[src/rtl/uart_pkg.sv]
// rtl/uart_pkg.sv - shared register map, bit indices and FSM encodings for the UART
package uart_pkg;

   // Register offsets, selected by addr[3:2]
   localparam logic [1:0] REG_DATA   = 2'd0;
   localparam logic [1:0] REG_STATUS = 2'd1;
   localparam logic [1:0] REG_CTRL   = 2'd2;
   localparam logic [1:0] REG_BAUD   = 2'd3;

   // STATUS bit positions
   localparam int ST_RX_EMPTY  = 0;
   localparam int ST_RX_FULL   = 1;
   localparam int ST_TX_EMPTY  = 2;
   localparam int ST_TX_FULL   = 3;
   localparam int ST_OVERRUN   = 4;
   localparam int ST_FRAME_ERR = 5;

   // CTRL bit positions
   localparam int CT_ENABLE = 0;
   localparam int CT_RX_IE  = 1;
   localparam int CT_TX_IE  = 2;

   typedef enum logic [1:0] {RX_IDLE, RX_START, RX_DATA, RX_STOP} rx_state_t;
   typedef enum logic [1:0] {TX_IDLE, TX_START, TX_DATA, TX_STOP} tx_state_t;

endpackage

[src/rtl/uart_sync_fifo.sv]
// rtl/uart_sync_fifo.sv - first-word-fall-through synchronous FIFO for UART bytes
module uart_sync_fifo #(
   parameter int WIDTH = 8,
   parameter int DEPTH = 16
) (
   input  logic             clk,
   input  logic             reset,
   input  logic             push,
   input  logic             pop,
   input  logic [WIDTH-1:0] din,
   output logic [WIDTH-1:0] dout,
   output logic             full,
   output logic             empty
);
   localparam int AW = $clog2(DEPTH);
   localparam logic [AW:0] FULL_CNT = (AW+1)'(DEPTH);

   logic [WIDTH-1:0] mem [DEPTH];
   logic [AW-1:0]    wr_ptr;
   logic [AW-1:0]    rd_ptr;
   logic [AW:0]      count;
   logic             do_push;
   logic             do_pop;

   assign empty   = (count == '0);
   assign full    = (count == FULL_CNT);
   // A pop on an empty FIFO is ignored; a push on a full FIFO only lands if a pop frees the slot
   assign do_pop  = pop && !empty;
   assign do_push = push && (!full || do_pop);
   assign dout    = mem[rd_ptr];

   // Storage array write port
   always_ff @(posedge clk) begin
      if (do_push) begin
         mem[wr_ptr] <= din;
      end
   end

   // Pointers wrap naturally because DEPTH is a power of two
   always_ff @(posedge clk or negedge reset) begin
      if (!reset) begin
         wr_ptr <= '0;
         rd_ptr <= '0;
         count  <= '0;
      end else begin
         if (do_push) wr_ptr <= wr_ptr + 1'b1;
         if (do_pop)  rd_ptr <= rd_ptr + 1'b1;
         if (do_push && !do_pop)      count <= count + 1'b1;
         else if (do_pop && !do_push) count <= count - 1'b1;
      end
   end

endmodule

[src/rtl/uart_fifo_periph.sv]
// rtl/uart_fifo_periph.sv - memory-mapped 8N1 UART with TX/RX FIFOs, baud divisor and interrupt
module uart_fifo_periph
   import uart_pkg::*;
#(
   parameter logic [31:0] BASE_ADDR    = 32'h4000_0020,
   parameter int          FIFO_DEPTH   = 16,
   parameter logic [15:0] BAUD_DIV_RST = 16'd324
) (
   input  logic        clk,
   input  logic        reset,
   input  logic        rd,
   input  logic        wr,
   input  logic [31:0] addr,
   input  logic [31:0] wdata,
   output logic [31:0] rdata,
   input  logic        uart_rx,
   output logic        uart_tx,
   output logic        irqout
);
   logic [1:0]  off;
   logic        sel, baud_wr, status_wr;
   logic [2:0]  ctrl;
   logic        enable, rx_ie, tx_ie;
   logic [15:0] div, tick_cnt;
   logic        tick;
   logic        overrun, frame_err;
   logic        rx_full, rx_empty, tx_full, tx_empty;
   logic [7:0]  rx_dout, tx_dout;
   logic        rx_pop, rx_push, rx_ferr, tx_push, tx_pop;
   logic        rx_s1, rx_in;
   rx_state_t   rx_state;
   logic [3:0]  rx_ticks;
   logic [2:0]  rx_bits;
   logic [7:0]  rx_shift;
   tx_state_t   tx_state;
   logic [3:0]  tx_ticks;
   logic [2:0]  tx_bits;
   logic [7:0]  tx_shift;
   logic        tx_bit_end;
   logic        unused_bits;

   assign sel         = (addr[31:4] == BASE_ADDR[31:4]);
   assign off         = addr[3:2];
   assign baud_wr     = wr && sel && (off == REG_BAUD);
   assign status_wr   = wr && sel && (off == REG_STATUS);
   assign rx_pop      = rd && sel && (off == REG_DATA);
   assign tx_push     = wr && sel && (off == REG_DATA);
   assign enable      = ctrl[CT_ENABLE];
   assign rx_ie       = ctrl[CT_RX_IE];
   assign tx_ie       = ctrl[CT_TX_IE];
   assign unused_bits = ^{addr[1:0], wdata[31:16]};

   uart_sync_fifo #(.WIDTH(8), .DEPTH(FIFO_DEPTH)) u_rx_fifo (
      .clk(clk), .reset(reset), .push(rx_push), .pop(rx_pop), .din(rx_shift),
      .dout(rx_dout), .full(rx_full), .empty(rx_empty)
   );

   uart_sync_fifo #(.WIDTH(8), .DEPTH(FIFO_DEPTH)) u_tx_fifo (
      .clk(clk), .reset(reset), .push(tx_push), .pop(tx_pop), .din(wdata[7:0]),
      .dout(tx_dout), .full(tx_full), .empty(tx_empty)
   );

   // Read mux: combinational from addr, zero outside the window or without rd
   always_comb begin
      rdata = '0;
      if (rd && sel) begin
         case (off)
            REG_DATA:   rdata = {24'b0, rx_empty ? 8'h00 : rx_dout};
            REG_STATUS: rdata = {26'b0, frame_err, overrun, tx_full, tx_empty, rx_full, rx_empty};
            REG_CTRL:   rdata = {29'b0, ctrl};
            default:    rdata = {16'b0, div};
         endcase
      end
   end

   // CTRL and BAUD registers
   always_ff @(posedge clk or negedge reset) begin
      if (!reset) begin
         ctrl <= '0;
         div  <= BAUD_DIV_RST;
      end else if (wr && sel) begin
         if (off == REG_CTRL) ctrl <= wdata[2:0];
         if (off == REG_BAUD) div  <= wdata[15:0];
      end
   end

   // Sticky error flags; a new error in the same cycle as a clear wins so no event is lost
   always_ff @(posedge clk or negedge reset) begin
      if (!reset) begin
         overrun   <= 1'b0;
         frame_err <= 1'b0;
      end else begin
         if (status_wr && wdata[ST_FRAME_ERR]) frame_err <= 1'b0;
         if (status_wr && wdata[ST_OVERRUN])   overrun   <= 1'b0;
         if (rx_push && rx_full && !rx_pop)    overrun   <= 1'b1;
         if (rx_ferr)                          frame_err <= 1'b1;
      end
   end

   // 16x oversampling tick: one pulse every DIV+1 clocks while enabled
   assign tick = enable && (tick_cnt == div);
   always_ff @(posedge clk or negedge reset) begin
      if (!reset)                         tick_cnt <= '0;
      else if (!enable || baud_wr || tick) tick_cnt <= '0;
      else                                tick_cnt <= tick_cnt + 16'd1;
   end

   // Two-flop synchroniser for the asynchronous serial input
   always_ff @(posedge clk or negedge reset) begin
      if (!reset) begin
         rx_s1 <= 1'b1;
         rx_in <= 1'b1;
      end else begin
         rx_s1 <= uart_rx;
         rx_in <= rx_s1;
      end
   end

   // RX FSM: mid-bit sampling, emits one-cycle push or framing-error pulses
   always_ff @(posedge clk or negedge reset) begin
      if (!reset) begin
         rx_state <= RX_IDLE;
         rx_ticks <= '0;
         rx_bits  <= '0;
         rx_shift <= '0;
         rx_push  <= 1'b0;
         rx_ferr  <= 1'b0;
      end else begin
         rx_push <= 1'b0;
         rx_ferr <= 1'b0;
         if (!enable) begin
            rx_state <= RX_IDLE;
         end else begin
            case (rx_state)
               RX_IDLE: if (!rx_in) begin
                  rx_state <= RX_START;
                  rx_ticks <= '0;
               end
               RX_START: if (tick) begin
                  if (rx_ticks == 4'd7) begin
                     rx_ticks <= '0;
                     rx_bits  <= '0;
                     rx_state <= rx_in ? RX_IDLE : RX_DATA;
                  end else begin
                     rx_ticks <= rx_ticks + 4'd1;
                  end
               end
               RX_DATA: if (tick) begin
                  rx_ticks <= rx_ticks + 4'd1;
                  if (rx_ticks == 4'd15) begin
                     rx_shift <= {rx_in, rx_shift[7:1]};
                     rx_bits  <= rx_bits + 3'd1;
                     if (rx_bits == 3'd7) rx_state <= RX_STOP;
                  end
               end
               default: if (tick) begin
                  rx_ticks <= rx_ticks + 4'd1;
                  if (rx_ticks == 4'd15) begin
                     if (rx_in) rx_push <= 1'b1;
                     else       rx_ferr <= 1'b1;
                     rx_state <= RX_IDLE;
                  end
               end
            endcase
         end
      end
   end

   // A byte is pulled from the TX FIFO when leaving IDLE or at the end of a stop bit, so frames chain without a gap
   assign tx_bit_end = tick && (tx_ticks == 4'd15);
   assign tx_pop     = enable && !tx_empty &&
                       ((tx_state == TX_IDLE) || ((tx_state == TX_STOP) && tx_bit_end));

   // TX FSM: start, eight data bits LSB first, stop, with uart_tx registered
   always_ff @(posedge clk or negedge reset) begin
      if (!reset) begin
         tx_state <= TX_IDLE;
         tx_ticks <= '0;
         tx_bits  <= '0;
         tx_shift <= '0;
         uart_tx  <= 1'b1;
      end else if (!enable) begin
         tx_state <= TX_IDLE;
         uart_tx  <= 1'b1;
      end else begin
         if ((tx_state != TX_IDLE) && tick) tx_ticks <= tx_ticks + 4'd1;
         case (tx_state)
            TX_IDLE: if (tx_pop) begin
               tx_state <= TX_START;
               tx_shift <= tx_dout;
               tx_ticks <= '0;
               uart_tx  <= 1'b0;
            end
            TX_START: if (tx_bit_end) begin
               tx_state <= TX_DATA;
               tx_bits  <= '0;
               uart_tx  <= tx_shift[0];
            end
            TX_DATA: if (tx_bit_end) begin
               if (tx_bits == 3'd7) begin
                  tx_state <= TX_STOP;
                  uart_tx  <= 1'b1;
               end else begin
                  tx_shift <= {1'b0, tx_shift[7:1]};
                  uart_tx  <= tx_shift[1];
                  tx_bits  <= tx_bits + 3'd1;
               end
            end
            default: if (tx_bit_end) begin
               if (tx_pop) begin
                  tx_state <= TX_START;
                  tx_shift <= tx_dout;
                  uart_tx  <= 1'b0;
               end else begin
                  tx_state <= TX_IDLE;
               end
            end
         endcase
      end
   end

   // Level interrupt, registered one cycle behind its causes
   always_ff @(posedge clk or negedge reset) begin
      if (!reset) irqout <= 1'b0;
      else        irqout <= (rx_ie && (!rx_empty || overrun || frame_err)) || (tx_ie && tx_empty);
   end

endmodule

[config.mk]
export PLATFORM = sky130hd
export DESIGN_NAME = uart_fifo_periph
export DESIGN_NICKNAME = d
export VERILOG_FILES = /design/src/rtl/uart_pkg.sv /design/src/rtl/uart_sync_fifo.sv /design/src/rtl/uart_fifo_periph.sv
export SDC_FILE = /design/constraint.sdc
export NUM_CORES = 1
export LEC_CHECK = 0
export ABC_AREA = 1
export CAP_MARGIN = 20
export CELL_PAD_IN_SITES_DETAIL_PLACEMENT = 0
export CELL_PAD_IN_SITES_GLOBAL_PLACEMENT = 1
export CORE_AREA = 2 2 206 208
export DETAILED_ROUTE_END_ITERATION = 8
export DIE_AREA = 0 0 208 210
export GPL_TIMING_DRIVEN = 1
export PLACE_DENSITY_LB_ADDON = 0.1
export SYNTH_ARGS = -nofsm -noshare
export SYNTH_HDL_FRONTEND = slang
export SYNTH_HIERARCHICAL = 1
export SYNTH_SLANG_ARGS = --single-unit
[constraint.sdc]
create_clock -name clk -period 2.61 [get_ports clk]
set_input_delay 0.3915 -clock clk [delete_from_list [all_inputs] [get_ports clk]]
set_output_delay 0.3915 -clock clk [all_outputs]
set_load 0.1 [all_outputs]
# ---- Yosys cells after proc, flatten, opt, wreduce, memory -nomap -nowiden
# Memories as Yosys holds them, arrays and structs flattened.
# Index checks and enable logic that the tools add are counted.
dict set report word_totals {
  reg_bits 103
  output_inout_bits 34
  mem_count 2
  mem_bits_rw 256
}
# memory depth word_bits read_ports rd_clocked_by_memory_dff wr line
set mem_list {}
lappend mem_list {u_rx_fifo.mem 16 8 1 0 1 uart_sync_fifo.sv:18} ;# logic [WIDTH-1:0] mem [DEPTH];
lappend mem_list {u_tx_fifo.mem 16 8 1 0 1 uart_sync_fifo.sv:18}
dict set report classes {
  n_addsub 13
  mux 74
  eq_ne 38
  bitwise 1
  reduce_logical 69
}
# operator n
set ops {}
lappend ops {{$pmux W16 S3} 1}
lappend ops {{$mux W8} 5}
lappend ops {{$mux W2} 16}
lappend ops {{$mux W32} 1}
lappend ops {{$eq A28 B27 Y1 const B} 1}
lappend ops {{$mux W4} 7}
lappend ops {{$ne A3 B3 Y1 const B} 9}
lappend ops {{$logic_and A1 B1 Y1} 26}
lappend ops {{$mux W1} 25}
lappend ops {{$add A4 B1 Y4 const B} 6}
lappend ops {{$pmux W8 S3} 1}
lappend ops {{$mux W3} 7}
lappend ops {{$mux W5} 4}
lappend ops {{$reduce_bool A2 Y1} 9}
lappend ops {{$add A16 B1 Y16 const B} 1}
lappend ops {{$eq A16 B16 Y1} 1}
lappend ops {{$mux W16} 1}
lappend ops {{$ne A2 B2 Y1 const B} 8}
lappend ops {{$reduce_and A5 Y1} 3}
lappend ops {{$pmux W2 S3} 2}
lappend ops {{$pmux W3 S2} 2}
lappend ops {{$add A5 B1 Y5 const B} 2}
lappend ops {{$eq A2 B2 Y1 const B} 5}
lappend ops {{$eq A5 B5 Y1 const B} 2}
lappend ops {{other kinds (22)} 50}

# ---- Depth between registers and ports, before layout
# Gate-level depths: netlist of run 1.
dict set report logic_depth {
  word_depth 13
  ltp_mapped 25
}

# ---- By module
# Netlist of run 1, hierarchy kept.
# mod instances cells_per_inst area_each_um2
set by_module_without_submodules {}
lappend by_module_without_submodules {{uart_sync_fifo at u_tx_fifo} 1 630 6433.7}
lappend by_module_without_submodules {{uart_sync_fifo at u_rx_fifo} 1 630 6289.8}
lappend by_module_without_submodules {uart_fifo_periph 1 622 4579.4}

# ---- Worst setup path after synthesis of run 1
# No wires, ideal clock.
dict set report synth_path {
  kind {input-to-output}
  start {in addr[25]}
  end {out rdata[11]}
  stages 6
  path_slack_ns -1.153
  arrival_time_ns 3.371
  t_required_ns 2.219
  cell_sequence {nor4_1 > nand3_1 > nor2_2 > nand2_1 > clkbuf_1 > nor3_1}
}
dict set report synth_between {
  elab_chain_len 3
}
# element line
set synth_lines {}
lappend synth_lines {{start: declaration} uart_fifo_periph.sv:13} ;# input logic [31:0] addr,
lappend synth_lines {{$eq A28 B27 Y1} uart_fifo_periph.sv:42} ;# assign sel = (addr[31:4] == BASE_ADDR[31:4]);
lappend synth_lines {{$logic_and A1 B1 Y1} uart_fifo_periph.sv:66} ;# if (rd && sel) begin
lappend synth_lines {{$mux W32} uart_fifo_periph.sv:66}
lappend synth_lines {{end: declaration} uart_fifo_periph.sv:15} ;# output logic [31:0] rdata,
# Every way passes these cells.

# ---- Worst setup path after layout of run 1
dict set report layout_path {
  start {reg u_rx_fifo.rd_ptr[0]}
  end {out rdata[2]}
}
dict set report layout_between {
  elab_chain_len 4
}
# element line
set layout_lines {}
lappend layout_lines {{start: declaration} uart_sync_fifo.sv:20} ;# logic [AW-1:0] rd_ptr;
lappend layout_lines {{start signal: assignment} uart_sync_fifo.sv:47} ;# if (do_pop) rd_ptr <= rd_ptr + 1'b1;
lappend layout_lines {{$mem_v2 Z16 W8} n/a}
lappend layout_lines {{net rx_dout[2]} uart_fifo_periph.sv:28} ;# logic [7:0] rx_dout, tx_dout;
lappend layout_lines {{$mux W8} uart_fifo_periph.sv:68} ;# REG_DATA: rdata = {24'b0, rx_empty ? 8'h00 : rx_dout};
lappend layout_lines {{$pmux W16 S3} uart_fifo_periph.sv:67} ;# case (off)
lappend layout_lines {{$mux W32} uart_fifo_periph.sv:66}
# The timed path passes the listed nets, and every way through them passes these cells.

==> results of run 1 <==
power by group through the flow:
stage	logic, W	registers [W]	clock network (W)
2_1_floorplan	0.000136	0.00620	0
3_3_place_gp	0.000308	0.00620	0
3_5_place_dp	0.000311	0.00620	0
4_1_cts	0.000317	0.00609	0.00566
5_1_grt	0.000331	0.00609	0.00586
6_report	0.000310	0.00609	0.00551
worst reg2reg max path: cells and delay by family (launching register included):
| kind | cells | cell delay (ns) |
|---|---|---|
| AND/OR/NAND/NOR | 17 | 1.30 |
| flip-flops | 1 | 0.54 |
| adder cells (fa/ha/maj) | 2 | 0.49 |
| buffers and inverters | 5 | 0.26 |
metal layers:
metal	vias up	wire, µm	track usage
li1	6557	-	-
met1	6271	21800	0.306
met4	0	1110	0.0572
met2	305	22000	0.352
met5	-	0	0
met3	68	2200	0.0364
logic make-up (layout without fill, tap and decap cells):
group,count (synthesis),in the layout,synth area share
and+or+nand+nor,1093,1093,0.267
AOI/OAI and AO/OA,78,78,0.0260
buffers and inverters,295,557,0.0769
other,1,16,0.000217
adders and majority gates,31,31,0.0233
xor gates and xnor gates,25,25,0.0127
DFF,359,359,0.594
area by class of cell:
cell class / instances / area share
clock buffer: 59 / 0.0520
clock inverter: 15 / 0.00514
inverter: 222 / 0.0383
multi-input combinational: 1243 / 0.298
sequential: 359 / 0.458
tap: 539 / 0.0301
timing repair buffer: 261 / 0.118
path summary, 6_finish.rpt:
check / start / end / slack, ns / cells after the start
setup / recovery: u_rx_fifo/rd_ptr[0]$_DFFE_PN0P_ / rdata[2] / -0.27 / 11
hold / removal: uart_rx / rx_s1$_DFF_PN1_ / 0.24 / 1
setup reg to reg: div[6]$_DFFE_PN1P_ / u_tx_fifo/count[4]$_DFFE_PN0P_ / -0.02 / 24
hold reg to reg: rx_s1$_DFF_PN1_ / rx_in$_DFF_PN1_ / 0.35 / 0
max in group asynchronous: reset / u_rx_fifo/rd_ptr[1]$_DFFE_PN0P_ / 1.67 / 3
min in group asynchronous: reset / tx_state[1]$_DFFE_PN0P_ / 0.44 / 3
repair_timing:
item                                    in CTS  in global routing
endpoints found under the setup margin      29                161
buffers inserted                            25                 12
pin swaps                                   80                 66
hold buffers                                 1                  0
endpoints found under the hold margin       97                  0
gates resized for setup                    132                111
gates cloned                                 7                  0
metrics by stage:
stage,area [µm²],TNS [ns],worst slack [ns],total power (W)
finish,22400,-1.98,-0.271,0.0119
global route,22400,-3.29,-0.339,0.0123
CTS,22000,-2.01,-0.254,0.0121
detailed placement,19800,-71.66,-0.597,0.00651
global placement,19800,-62.97,-0.562,0.00651
floorplan,17600,-3.13,-0.368,0.00634
layout by cell type (no fill, tap or decap), types with 8 or more instances in the layout:
cell type and n:
edfxtp_1 256, nor2_1 119, buf_12 26, nand3_2 31, nor4_1 8, nor3_2 19
a21oi_1 8, o21ai_1 13, dlymetal6s2s_1 18, dfrtp_1 94, ha_1 22, clkbuf_1 12
nand4_1 14, o21ai_0 36, nand2_1 614, nor2_4 24, inv_1 187, inv_2 24
xor2_1 16, xnor2_1 9, clkinv_2 11, buf_6 10, nor3_1 20, nand2_2 55
clkdlybuf4s50_1 27, nand2_4 10, buf_4 164, nand3_1 129, nor2_2 29, clkbuf_16 42
conb_1 16
registers in the layout, summed over array words and instances (netlist names), 5 cells and up:
register	flops
u_tx_fifo/count	5
u_rx_fifo/count	5
tick_cnt	16
rx_shift	8
tx_shift	8
div	16
u_tx_fifo/mem	128
u_rx_fifo/mem	128
==> results.cfg, run 1 <==
[outcome]
failed_checks = negative setup slack
status = finished with violations

[detailed_routing]
wl_per_cell_um = 17.5
first_pass_iters = 5
finalWirelength_mm = 47.1
drc = 0
via_count = 13200
first_iter_violations = 818
ant_nets = 0
avgViaCountPerCell = 4.89

[final_layout]
layout.nets = 2228
seq_area_mm2 = 0.0103
nFillCells = 3726
layout.cells.non_filler = 2698
drive_gt1_frac = 0.242
multi_input_area_mm2 = 0.00668
antennaDiodeCount = 0
area_growth_pct = 29.6
fin_util = 0.540

[critical_path]
worstPathArrival_ns = 2.49
criticalPathCategory = register to output port
max_stage_delay_ns = 0.47
cp_common_cell = nor2_2
crit_path_start_kind = register
critPathBufInv = 4
path_delay_family = buffers and inverters
crit_chain = buf_8 -> buf_6 -> buf_16 -> nor2_4 -> nor2_2 -> nor2_2 -> nand2_1 -> nand2_2 -> a31oi_4 -> a21oi_4 -> buf_12
worst-endpoint-required_ns = 2.22
endpoint_kind = output port
worstPathMaxFanout = 7
crit_slowest_cell = dfrtp_2

[power_and_ir_drop]
vdd_drop_max_mv = 0.412
pwr-share-clk = 0.463
p_leak_nw = 9.68
switchingPower_w = 0.00253
pwr-share-seq = 0.511
power_switching_share = 0.212
p_int_w = 0.00938
power_frac_comb = 0.026
powerDensity_mw_per_mm2 = 531

[clocking]
cts_max_level = 2
cts.sinks = 359
cts-root-buf = clkbuf_16
clkLatencyLatePin_ns = 0.57
cts_buffers = 41
clockBufferDepth = 3
clk_pin_slew_ns = 0.06
cts_tree = built

[die]
die_h_um = 210
fp.dieW_um = 208
core_area_mm2 = 0.0415
initial_core_util = 0.417
dieArea_mm2 = 0.0437
row_count = 75
boundaryPins = 103

[sta]
hold_viol_final = 0
tightest_slew_ns = 0.806
hold_slack_ns = 0.241
relSlewSlack = 0.463
rsz0062_at_grt = yes
fin_ws_ns = -0.271
period_share = 1.10
fmax_mhz = 347
setup_viol = 9
fin_crit_ns = 2.88
finalMaxSlewViolations = 0
finalClockSkew_ns = 0.0345

[synth]
synth_cell_types = 45
yosysSeqAreaShare = 0.594
synth_commonest_cells = 670 x nand2_1, 256 x edfxtp_1, 198 x inv_1
yosys.area.top_type = edfxtp_1
synth-seq-cells = 359
netlist_instances = 1882
ys_warn_count = 6
synth_ff_type = edfxtp_1
synth_edf_count = 256
postSynthAreaPerCell_um2 = 9.19
async_flop_share = 0.287
synth_top_area_frac = 0.444
yosysMostFrequentCell = nand2_1
synth_area_leaders = edfxtp_1 44%, nand2_1 15%, dfrtp_1 14%
synth_area_mm2 = 0.0173

[placed_design]
place.gp.congestion = 0.801
post-place-cells = 2584
place.port_buffers = 68
dpl.hpwl_mm = 31.2

[global_route]
grt-ovfl-total = 0
antenna_found_initial = 0
grt_pass1_wl_mm = 73.4
grt_pass1_vias = 12900
grt_max_degree = 104
grt_usage = 0.218

[min_path]
hold_path_class = input port to register

[flow_run]
cap_viol_max_count = 0
Note: power is estimated with default switching activity, not from simulation.
==> run 2: changes to the inputs <==
- CTS_CLUSTER_SIZE: default -> 30
==> results of run 2 <==
No change in the layout: final DEF, timing and power equal those of run 1.
